<file path="src/rtl/unary_dot_mac_if.sv">
// rtl/unary_dot_mac_if.sv - operand/result bundle for the unary dot-product MAC
//
// Purpose: groups the frame-start, operand streams and result signals of
// unary_dot_mac so they travel as one port.
// Signals:
//   start        frame start (master -> slave)
//   a, b         per-lane unary operand streams (master -> slave)
//   c            unary addend stream (master -> slave)
//   acc_en       accumulate select, sampled with start (master -> slave)
//   busy         engine not idle (slave -> master)
//   out          unary result stream (slave -> master)
//   out_last     marks the final 1 of out (slave -> master)
//   result       binary result (slave -> master)
//   result_valid one-cycle pulse on result update (slave -> master)
interface unary_dot_mac_if #(
  parameter int LANES    = 2,
  parameter int RES_BITS = 12
);
  logic                start;
  logic [LANES-1:0]    a;
  logic [LANES-1:0]    b;
  logic                c;
  logic                acc_en;
  logic                busy;
  logic                out;
  logic                out_last;
  logic [RES_BITS-1:0] result;
  logic                result_valid;

  modport master (
    output start, a, b, c, acc_en,
    input  busy, out, out_last, result, result_valid
  );

  modport slave (
    input  start, a, b, c, acc_en,
    output busy, out, out_last, result, result_valid
  );
endinterface

</file>
<file path="src/rtl/unary_dot_mac.sv">
// rtl/unary_dot_mac.sv - multi-lane unary multiply-accumulate (dot product)
//
// Purpose: counts ones in LANES pairs of unary operand frames plus an addend
// frame, multiplies each pair with a shift-add multiplier, sums the products
// with the addend (or the previous result), saturates, and returns the value
// as a binary bus and as a unary output stream.
// Ports:
//   clk      clock
//   reset_n  synchronous active-low reset
//   bus      unary_dot_mac_if slave: start/a/b/c/acc_en in,
//            busy/out/out_last/result/result_valid out
module unary_dot_mac #(
  parameter int BIN_BITS = 4,
  parameter int LANES    = 2,
  parameter int RES_BITS = 12
) (
  input  logic            clk,
  input  logic            reset_n,
  unary_dot_mac_if.slave  bus
);
  localparam int U_BITS = 1 << BIN_BITS;
  localparam int CW     = BIN_BITS + 1;
  localparam int PW     = 2 * CW;
  localparam int SW     = ((RES_BITS > PW) ? RES_BITS : PW) + $clog2(LANES + 1) + 1;
  localparam logic [CW-1:0]       CAP_LAST = CW'(U_BITS - 1);
  localparam logic [CW-1:0]       MUL_LAST = CW'(CW - 1);
  localparam logic [RES_BITS-1:0] RES_MAX  = '1;

  typedef enum logic [2:0] {S_IDLE, S_CAPTURE, S_MULT, S_SUM, S_EMIT} state_t;

  state_t              r_state;
  state_t              w_next;
  logic [CW-1:0]       r_cyc;
  logic [CW-1:0]       r_acnt [LANES];
  logic [CW-1:0]       r_bcnt [LANES];
  logic [CW-1:0]       r_ccnt;
  logic [PW-1:0]       r_prod [LANES];
  logic                r_acc;
  logic [RES_BITS-1:0] r_result;
  logic [RES_BITS-1:0] r_rem;
  logic                r_valid;
  logic                r_out;
  logic                r_last;
  logic [SW-1:0]       w_sum;
  logic [RES_BITS-1:0] w_sat;

  always_ff @(posedge clk) begin
    if (!reset_n) r_state <= S_IDLE;
    else          r_state <= w_next;
  end

  always_comb begin
    w_next = r_state;
    case (r_state)
      S_IDLE:    if (bus.start) w_next = S_CAPTURE;
      S_CAPTURE: if (r_cyc == CAP_LAST) w_next = S_MULT;
      S_MULT:    if (r_cyc == MUL_LAST) w_next = S_SUM;
      S_SUM:     w_next = S_EMIT;
      // r_rem holds the out cycles still owed including this one
      S_EMIT:    if (r_rem <= RES_BITS'(1)) w_next = S_IDLE;
      default:   w_next = S_IDLE;
    endcase
  end

  always_comb begin
    w_sum = r_acc ? SW'(r_result) : SW'(r_ccnt);
    for (int l = 0; l < LANES; l++) w_sum = w_sum + SW'(r_prod[l]);
    w_sat = (w_sum > SW'(RES_MAX)) ? RES_MAX : w_sum[RES_BITS-1:0];
  end

  always_ff @(posedge clk) begin
    if (!reset_n) begin
      r_cyc    <= '0;
      r_ccnt   <= '0;
      r_acc    <= 1'b0;
      r_result <= '0;
      r_rem    <= '0;
      r_valid  <= 1'b0;
      r_out    <= 1'b0;
      r_last   <= 1'b0;
      for (int l = 0; l < LANES; l++) begin
        r_acnt[l] <= '0;
        r_bcnt[l] <= '0;
        r_prod[l] <= '0;
      end
    end else begin
      r_valid <= 1'b0;
      case (r_state)
        S_IDLE: begin
          if (bus.start) begin
            // the start cycle is frame cycle 0, so its bits count
            r_cyc  <= CW'(1);
            r_ccnt <= CW'(bus.c);
            r_acc  <= bus.acc_en;
            for (int l = 0; l < LANES; l++) begin
              r_acnt[l] <= CW'(bus.a[l]);
              r_bcnt[l] <= CW'(bus.b[l]);
              r_prod[l] <= '0;
            end
          end
        end
        S_CAPTURE: begin
          r_cyc  <= (r_cyc == CAP_LAST) ? '0 : r_cyc + CW'(1);
          r_ccnt <= r_ccnt + CW'(bus.c);
          for (int l = 0; l < LANES; l++) begin
            r_acnt[l] <= r_acnt[l] + CW'(bus.a[l]);
            r_bcnt[l] <= r_bcnt[l] + CW'(bus.b[l]);
          end
        end
        S_MULT: begin
          // b is consumed LSB first; a is weighted by the current bit index
          r_cyc <= (r_cyc == MUL_LAST) ? '0 : r_cyc + CW'(1);
          for (int l = 0; l < LANES; l++) begin
            if (r_bcnt[l][0]) r_prod[l] <= r_prod[l] + (PW'(r_acnt[l]) << r_cyc);
            r_bcnt[l] <= r_bcnt[l] >> 1;
          end
        end
        S_SUM: begin
          r_result <= w_sat;
          r_valid  <= 1'b1;
          r_rem    <= w_sat;
          r_out    <= (w_sat != '0);
          r_last   <= (w_sat == RES_BITS'(1));
        end
        S_EMIT: begin
          if (r_rem != '0) r_rem <= r_rem - RES_BITS'(1);
          if (r_rem <= RES_BITS'(1)) begin
            r_out  <= 1'b0;
            r_last <= 1'b0;
          end else begin
            r_out  <= 1'b1;
            r_last <= (r_rem == RES_BITS'(2));
          end
        end
        default: ;
      endcase
    end
  end

  assign bus.busy         = (r_state != S_IDLE);
  assign bus.out          = r_out;
  assign bus.out_last     = r_last;
  assign bus.result       = r_result;
  assign bus.result_valid = r_valid;
endmodule

</file>
<file path="src/flat_wrapper.sv">
// flat-port wrapper written by rule: the top's interface ports become plain ports
module unary_dot_mac_flat 
#(
  parameter int BIN_BITS = 4,
  parameter int LANES    = 2,
  parameter int RES_BITS = 12
)
  (clk, reset_n, bus_start, bus_a, bus_b, bus_c, bus_acc_en, bus_busy, bus_out, bus_out_last, bus_result, bus_result_valid);
  unary_dot_mac_if #(.LANES(LANES), .RES_BITS(RES_BITS)) bus_i ();
  input  logic clk;
  input  logic reset_n;
  input wire logic [$bits(bus_i.start)-1:0] bus_start;
  input wire logic [$bits(bus_i.a)-1:0] bus_a;
  input wire logic [$bits(bus_i.b)-1:0] bus_b;
  input wire logic [$bits(bus_i.c)-1:0] bus_c;
  input wire logic [$bits(bus_i.acc_en)-1:0] bus_acc_en;
  output wire logic [$bits(bus_i.busy)-1:0] bus_busy;
  output wire logic [$bits(bus_i.out)-1:0] bus_out;
  output wire logic [$bits(bus_i.out_last)-1:0] bus_out_last;
  output wire logic [$bits(bus_i.result)-1:0] bus_result;
  output wire logic [$bits(bus_i.result_valid)-1:0] bus_result_valid;
  assign bus_i.start = bus_start;
  assign bus_i.a = bus_a;
  assign bus_i.b = bus_b;
  assign bus_i.c = bus_c;
  assign bus_i.acc_en = bus_acc_en;
  assign bus_busy = bus_i.busy;
  assign bus_out = bus_i.out;
  assign bus_out_last = bus_i.out_last;
  assign bus_result = bus_i.result;
  assign bus_result_valid = bus_i.result_valid;
  unary_dot_mac #(.BIN_BITS(BIN_BITS), .LANES(LANES), .RES_BITS(RES_BITS)) u_core (.clk(clk), .reset_n(reset_n), .bus(bus_i));
endmodule
</file>
<file path="config.mk">
export PLATFORM = sky130hd
export DESIGN_NAME = unary_dot_mac_flat
export DESIGN_NICKNAME = d
export VERILOG_FILES = /design/src/rtl/unary_dot_mac_if.sv /design/src/rtl/unary_dot_mac.sv /design/src/flat_wrapper.sv
export SDC_FILE = /design/constraint.sdc
export NUM_CORES = 1
export LEC_CHECK = 0
export ABC_AREA = 1
export CORE_ASPECT_RATIO = 1.2
export CORE_MARGIN = 4
export CORE_UTILIZATION = 40
export DETAILED_ROUTE_END_ITERATION = 12
export PLACE_DENSITY_LB_ADDON = 0.15
export SLEW_MARGIN = 0
export SYNTH_ARGS = -nofsm -noshare
export SYNTH_HDL_FRONTEND = slang
export SYNTH_SLANG_ARGS = --single-unit
</file>
<file path="constraint.sdc">
create_clock -name clk -period 3.6 [get_ports clk]
set_input_delay 0.36 -clock clk [delete_from_list [all_inputs] [get_ports clk]]
set_output_delay 0.36 -clock clk [all_outputs]
set_load 0.01 [all_outputs]
</file>
-- Word level (Yosys, flattened, before mapping)
Memories as Yosys holds them, arrays and structs flattened.
Index checks and enable logic that the tools add are counted.
- add/sub/neg operators: 11
- $mul: 0
- div/mod/pow operators: 0
- order comparisons: 2
- eq/ne operators: 13
- shift operators: 2
- multiplexer cells: 53
- bitwise operators: 14
- reduce and logical (&&, ||, !) cells: 12
- operator list (cell ; count):
    $mux 5 ; 14
    $mux 10 ; 4
    $mux 12 ; 3
    $add 15x10->15 ; 2
    $add 5x1->5 ; 5
    $pmux 12 s2 ; 1
    $reduce_bool 12->1 ; 2
    $mux 1 ; 22
    $add 10x10->10 ; 2
    $shl 5x5->10 ; 2
    $gt 15x12->1 const B ; 1
    $pmux 3 s5 ; 1
    $pmux 5 s3 ; 1
    $or 1x1->1 ; 14
    $eq 12x1->1 const B ; 1
    $eq 12x2->1 const B ; 1
    $le 12x1->1 const B ; 1
    $mux 3 ; 4
    $sub 12x1->12 const B ; 1
    $pmux 5 s2 ; 1
    $ne 2x1->1 const B ; 4
    $reduce_and 2->1 ; 4
    $eq 3x2->1 const B ; 2
    $reduce_bool 3->1 ; 2
    10 further kinds ; 12
- bits in registers: 41
- latch bits: 0
- memory bits (writable): 40
- bits in read-only memories: 0
- input port bits: 9
- output and inout bits: 16
- memories kept: 3
- memories (name ; depth ; bits a word ; rd ports ; clocked after memory_dff ; wr ports ; line ; source):
    u_core.r_prod ; 2 ; 10 ; 2 ; 0 ; 2 ; unary_dot_mac.sv:37 ; logic [PW-1:0] r_prod [LANES];
    u_core.r_acnt ; 2 ; 5 ; 2 ; 0 ; 2 ; unary_dot_mac.sv:34 ; logic [CW-1:0] r_acnt [LANES];
    u_core.r_bcnt ; 2 ; 5 ; 2 ; 0 ; 2 ; unary_dot_mac.sv:35 ; logic [CW-1:0] r_bcnt [LANES];

-- Longest topological paths before layout
- word-level depth: 7
- depth in mapped cells: 21

-- Worst setup path before layout
OpenSTA, ideal clock, no wires.
- path kind: register to register
- from: reg u_core.r_acc
- to: reg u_core.r_out, in the netlist u_core.bus.out
- data arrival time: 2.644 ns
- setup slack: 0.834 ns
- cell stages (with the launch flop): 20
- period minus slack after synthesis: 2.766 ns
- cell sequence: dfxtp_1 -> buf_6 -> clkbuf_1 -> nand2_1 -> o21ai_0 -> fa_1 -> ha_1 -> nand2_2 -> nand3_2 -> nand3_1 -> inv_1 -> nor2_2 -> buf_6 -> nand2_2 -> nor2_2 -> nand2_1 -> nor2_1 -> nand2_1 -> nand2_1 -> a21oi_2
- word-level cells in the longest chain between the ends: 7
- ends and longest elaborated chain (what ; line ; source):
    start: declaration ; unary_dot_mac.sv:38 ; logic r_acc;
    start signal: assignment ; unary_dot_mac.sv:94 ; r_acc <= bus.acc_en;
    $mux 12 * ; unary_dot_mac.sv:66 ; w_sum = r_acc ? SW'(r_result) : SW'(r_ccnt);
    $add 15x10->15 * (2 in series) ; unary_dot_mac.sv:67 ; for (int l = 0; l < LANES; l++) w_sum = w_sum + SW'(r_prod[l]);
    $gt 15x12->1 ; unary_dot_mac.sv:68 ; w_sat = (w_sum > SW'(RES_MAX)) ? RES_MAX : w_sum[RES_BITS-1:0];
    $mux 12 * ; unary_dot_mac.sv:68 ;
    $reduce_bool 12->1 * ; unary_dot_mac.sv:122 ; r_out <= (w_sat != '0);
    $pmux 1 s2 * ; unary_dot_mac.sv:88 ; case (r_state)
    end signal: assignment ; unary_dot_mac.sv:122 ;
    end: declaration ; unary_dot_mac.sv:42 ; logic r_out;
Every way passes the cells marked *; elsewhere a longest branch is shown, timed or not.
A chain may end at the register's enable or synchronous reset.

-- Worst setup path after layout
- from: reg u_core.r_acc
- to: reg u_core.r_last, in the netlist u_core.bus.out_last
- word-level cells in the longest chain between the ends: 7
- ends and longest elaborated chain (what ; line ; source):
    $mux 12 * ; unary_dot_mac.sv:66 ;
    $add 15x10->15 * (2 in series) ; unary_dot_mac.sv:67 ;
    $gt 15x12->1 ; unary_dot_mac.sv:68 ;
    $mux 12 * ; unary_dot_mac.sv:68 ;
    $eq 12x1->1 * ; unary_dot_mac.sv:123 ; r_last <= (w_sat == RES_BITS'(1));
    $pmux 1 s2 * ; unary_dot_mac.sv:88 ;
    end signal: assignment ; unary_dot_mac.sv:123 ;
    end signal: assignment ; unary_dot_mac.sv:132 ; r_last <= (r_rem == RES_BITS'(2));
    end: declaration ; unary_dot_mac.sv:43 ; logic r_last;
Marks and branches as above.

==> flow_summary.yaml <==
status:
  outcome: "complete, no violations"
critical_path:
  path_buf_inv: 2
  criticalPathCategory: "flip-flop to flip-flop"
  cpPeakStageDelay_ns: 0.55
  crit_top_cell: "nand2_1"
  r2r-end: "u_core.bus.out_last"
  crit_slowest_cell: "dfxtp_2"
  crit_chain: "o21ai_0 > fa_1 > ha_1 > inv_1 > fa_1 > inv_1 > nand3_1 > nand2_1 > nand2_1 > nand2_1 > nand2_1 > nor2_1 > nand4_1 > nor2_1 > nand4_1 > a21oi_1"
  crit_family: "adder cells"
  start_kind: "flip-flop"
  cp_data_required_time_ns: 3.88
  worst_setup_path_end_kind: "flip-flop"
  path_depth: 16
  r2r_setup_slack_ns: 0.52
  arrival_ns: 3.36
  cp_max_fo: 18
  reg2reg_from: "u_core.r_acc"
  reg2reg_depth: 16
place:
  hpwl_um: 12350
  place_area_um2: 6695
  finalWeightedCongestion: 0.8915
  port_buffers: 24
  place_inst: 1082
routing:
  ant_nets: 0
  drc: 0
  drtIter0Drc: 347
  drt_wl_total_um: 15730
  vias: 5567
  via_per_inst: 5.075
  drt_first_pass_iters: 7
  wl_per_cell_um: 14.34
hold_path:
  whs_endpoint: "u_core.r_ccnt[3]"
  hold_class: "flip-flop to flip-flop"
  min_from: "u_core.r_ccnt[3]"
  min_path_cells: 2
global_route:
  overflow: 0
  grt_max_degree: 26
  antenna_found_initial: 0
  grt_pass1_vias: 5383
  track_usage: 0.1839
  grt_pass1_wl_um: 26230
sta:
  worst_pin_slew_ns: 0.5497
  max_slew_margin: 0.6326
  post-route-period-util: 0.8550
  setup_viol: 0
  hold_slack_ns: 0.4875
  final.setup.tns_ns: 0
  hold_violations: 0
  fin_crit_ns: 3.078
  drv_slew: 0
  skew_ns: 0.006752
  fmax_ghz: 0.3249
  rsz0062_at_grt: "false"
synth:
  yosysSeqAreaShare: 0.3228
  synthesis.nets: 934
  postSynthCellCount: 867
  post_synth_instance_area_um2: 6264
  ys_seq_elements: 81
  synth_edf_count: 40
  synthFlopType: "dfxtp_1"
  yosysWarnings: 0
  syn_avg_cell_area_um2: 7.224
  ys_types: 53
  async_flop_share: 0
pwr:
  powerDensity_nw_per_um2: 702.0
  max-vdd-ir-drop_uv: 315.8
  power.leakage_nw: 3.254
floorplanning:
  die_area_um2: 17730
  start_util: 0.4119
  core-area_um2: 15200
  num_rows: 49
  die_h_um: 145.1
  ios: 25
  die_x_um: 122.2
clocking:
  clk_latency_ns: 0.34
  clock_sinks: 81
  cts_root_buf: "clkbuf_16"
  cts_buffer_depth: 2
  cts_resized: 0
  cts_made_buffers: 9
  htreeDepth: 3
  cts_post_setup_buffers_inserted: 0
  cts_hold_buf: 0
  tritoncts: "built"
  clk_pin_slew_ns: 0.06
final_layout:
  fin_cells: 1097
  final_cell_area_um2: 6972
  post-route-util: 0.4585
  nFillCells: 1628
  ff_latch_area_um2: 2023
  fin_nets: 956
  multiInputGateArea_um2: 3606
  insertedDiodeCount: 0
  drive_above_1_share: 0.07055
  area_growth_pct: 11.31
flow_run:
  maxCapViolCount: 0
==> per-layer routing <==
metal,up-vias,routed length (um),GRT usage
met1,2574,7133,0.2323
met2,71,7966,0.3246
met3,17,355,0.02219
met5,-,0,0
met4,0,274,0.05546
li1,2905,-,-
==> cells by family (layout without fill, tap and decap cells) <==
| kind of cell | Yosys count | after routing | share of synthesized area |
|---|---|---|---|
| XOR/XNOR | 10 | 10 | 0.01398 |
| AO/OA/AOI/OAI | 173 | 173 | 0.1622 |
| adder cells (fa/ha/maj) | 58 | 58 | 0.1314 |
| flip-flops | 81 | 81 | 0.3228 |
| buffers and inverters | 158 | 184 | 0.1015 |
| multiplexers | 1 | 1 | 0.001598 |
| AND/OR/NAND/NOR | 386 | 386 | 0.2665 |
==> worst reg2reg max path: stages, from the launching register on <==
cell and delay (ns):
dfxtp_2 0.55, o21ai_0 0.18, fa_1 0.50, ha_1 0.24
inv_1 0.08, fa_1 0.41, inv_1 0.11, nand3_1 0.09
nand2_1 0.11, nand2_1 0.05, nand2_1 0.10, nand2_1 0.06
nor2_1 0.10, nand4_1 0.12, nor2_1 0.11, nand4_1 0.08
a21oi_1 0.13
==> stage by stage <==
stage | total power (W) | setup WS, ns
after global placement | 0.004037 | 0.3098
after CTS | 0.004943 | 0.2743
after global routing | 0.005380 | 0.1631
final | 0.004894 | 0.5219
after floorplan | 0.003372 | 0.8342
after detailed placement | 0.004041 | 0.2901
==> layout make-up <==
cell class              count  share of cell area
multi-input cells         628              0.5172
inverters                 138             0.07448
flip-flops and latches     81              0.2902
clock inverters             4            0.004128
repair buffers             31             0.04200
well taps                 204             0.03661
clock buffers              11             0.03536
==> layout by cell type, fill, tap and decap left out, types with 3 or more instances in the layout <==
master           synthesis  layout
o21ai_0                 62      62
nor2_1                  89      89
edfxtp_1                40      40
inv_2                    5       5
nand2_1                199     199
xor2_1                   5       5
dfxtp_1                 41      40
nand4_1                  9       9
clkdlybuf4s50_1          0      24
nand3_2                  3       3
xnor2_1                  5       5
or2_2                    5       5
inv_1                  131     131
nand2_2                  5       5
o21ai_1                  5       5
o22ai_1                  8       8
buf_4                    3       7
fa_1                    13      13
o211ai_1                 3       3
a31oi_1                 11      11
nor3_1                  14      14
nand3_1                 48      48
o31ai_1                  4       4
a21oi_2                  4       4
o221ai_1                 3       3
ha_1                    45      45
nor2_2                   4       4
clkbuf_16                0       9
a21oi_1                 56      56
==> sequential cells by signal (all words and copies together) (netlist names) <==
name / cells
u_core.r_prod: 20
u_core.bus.result: 12
u_core.r_rem: 12
u_core.r_acnt: 10
u_core.r_bcnt: 10
u_core.r_ccnt: 5
u_core.r_cyc: 5
u_core.r_state: 3
u_core.bus.out: 1
u_core.bus.out_last: 1
u_core.bus.result_valid: 1
u_core.r_acc: 1
==> cells in the mapped netlist, types with 2 or more instances <==
| library cell | n | area [um^2] |
|---|---|---|
| or2_2 | 5 | 31.28 |
| nor3_1 | 14 | 70.07 |
| o21ai_2 | 2 | 17.52 |
| nor2_4 | 2 | 22.52 |
| buf_6 | 3 | 33.78 |
| o31ai_1 | 4 | 30.03 |
| o21ai_1 | 5 | 25.02 |
| dfxtp_1 | 41 | 820.8 |
| nand3_2 | 3 | 30.03 |
| xor2_1 | 5 | 43.79 |
| nand2_2 | 5 | 31.28 |
| o221ai_1 | 3 | 26.28 |
| nand2_4 | 2 | 22.52 |
| o22ai_1 | 8 | 50.05 |
| a21oi_1 | 56 | 280.3 |
| nand2_1 | 199 | 747.0 |
| buf_4 | 3 | 22.52 |
| inv_1 | 131 | 491.7 |
| xnor2_1 | 5 | 43.79 |
| o21ai_0 | 62 | 310.3 |
| o211ai_1 | 3 | 22.52 |
| a21oi_2 | 4 | 35.03 |
| ha_1 | 45 | 563.0 |
| nand4_1 | 9 | 56.30 |
| buf_2 | 6 | 30.03 |
| nand3b_1 | 2 | 15.01 |
| a31oi_1 | 11 | 68.82 |
| inv_2 | 5 | 18.77 |
| fa_1 | 13 | 260.3 |
| o2111ai_1 | 2 | 17.52 |
| or2_4 | 2 | 17.52 |
| nand3_1 | 48 | 240.2 |
| a32o_1 | 2 | 20.02 |
| clkbuf_1 | 7 | 26.28 |
| a22o_1 | 2 | 17.52 |
| nor2_1 | 89 | 334.1 |
| edfxtp_1 | 40 | 1201 |
| nor2_2 | 4 | 25.02 |
==> worst max-delay path by stage <==
stage	startpoint	endpoint	slack, ns
detailed placement	u_core.r_acc	u_core.bus.out	0.29
global route	u_core.r_cyc[0]	u_core.r_prod[0][8]	0.16
finish	u_core.r_acc	u_core.bus.out_last	0.52
global placement	u_core.r_acc	u_core.bus.result[9]	0.31
floorplan	u_core.r_acc	u_core.bus.out	0.83
CTS	u_core.r_acc	u_core.bus.out	0.27
==> power breakdown <==
| group | internal (W) | switching [W] |
|---|---|---|
| clock network | 0.000493 | 0.000398 |
| logic | 0.000881 | 0.00161 |
| registers | 0.00127 | 0.000248 |
(Power assumes the default switching activity.)
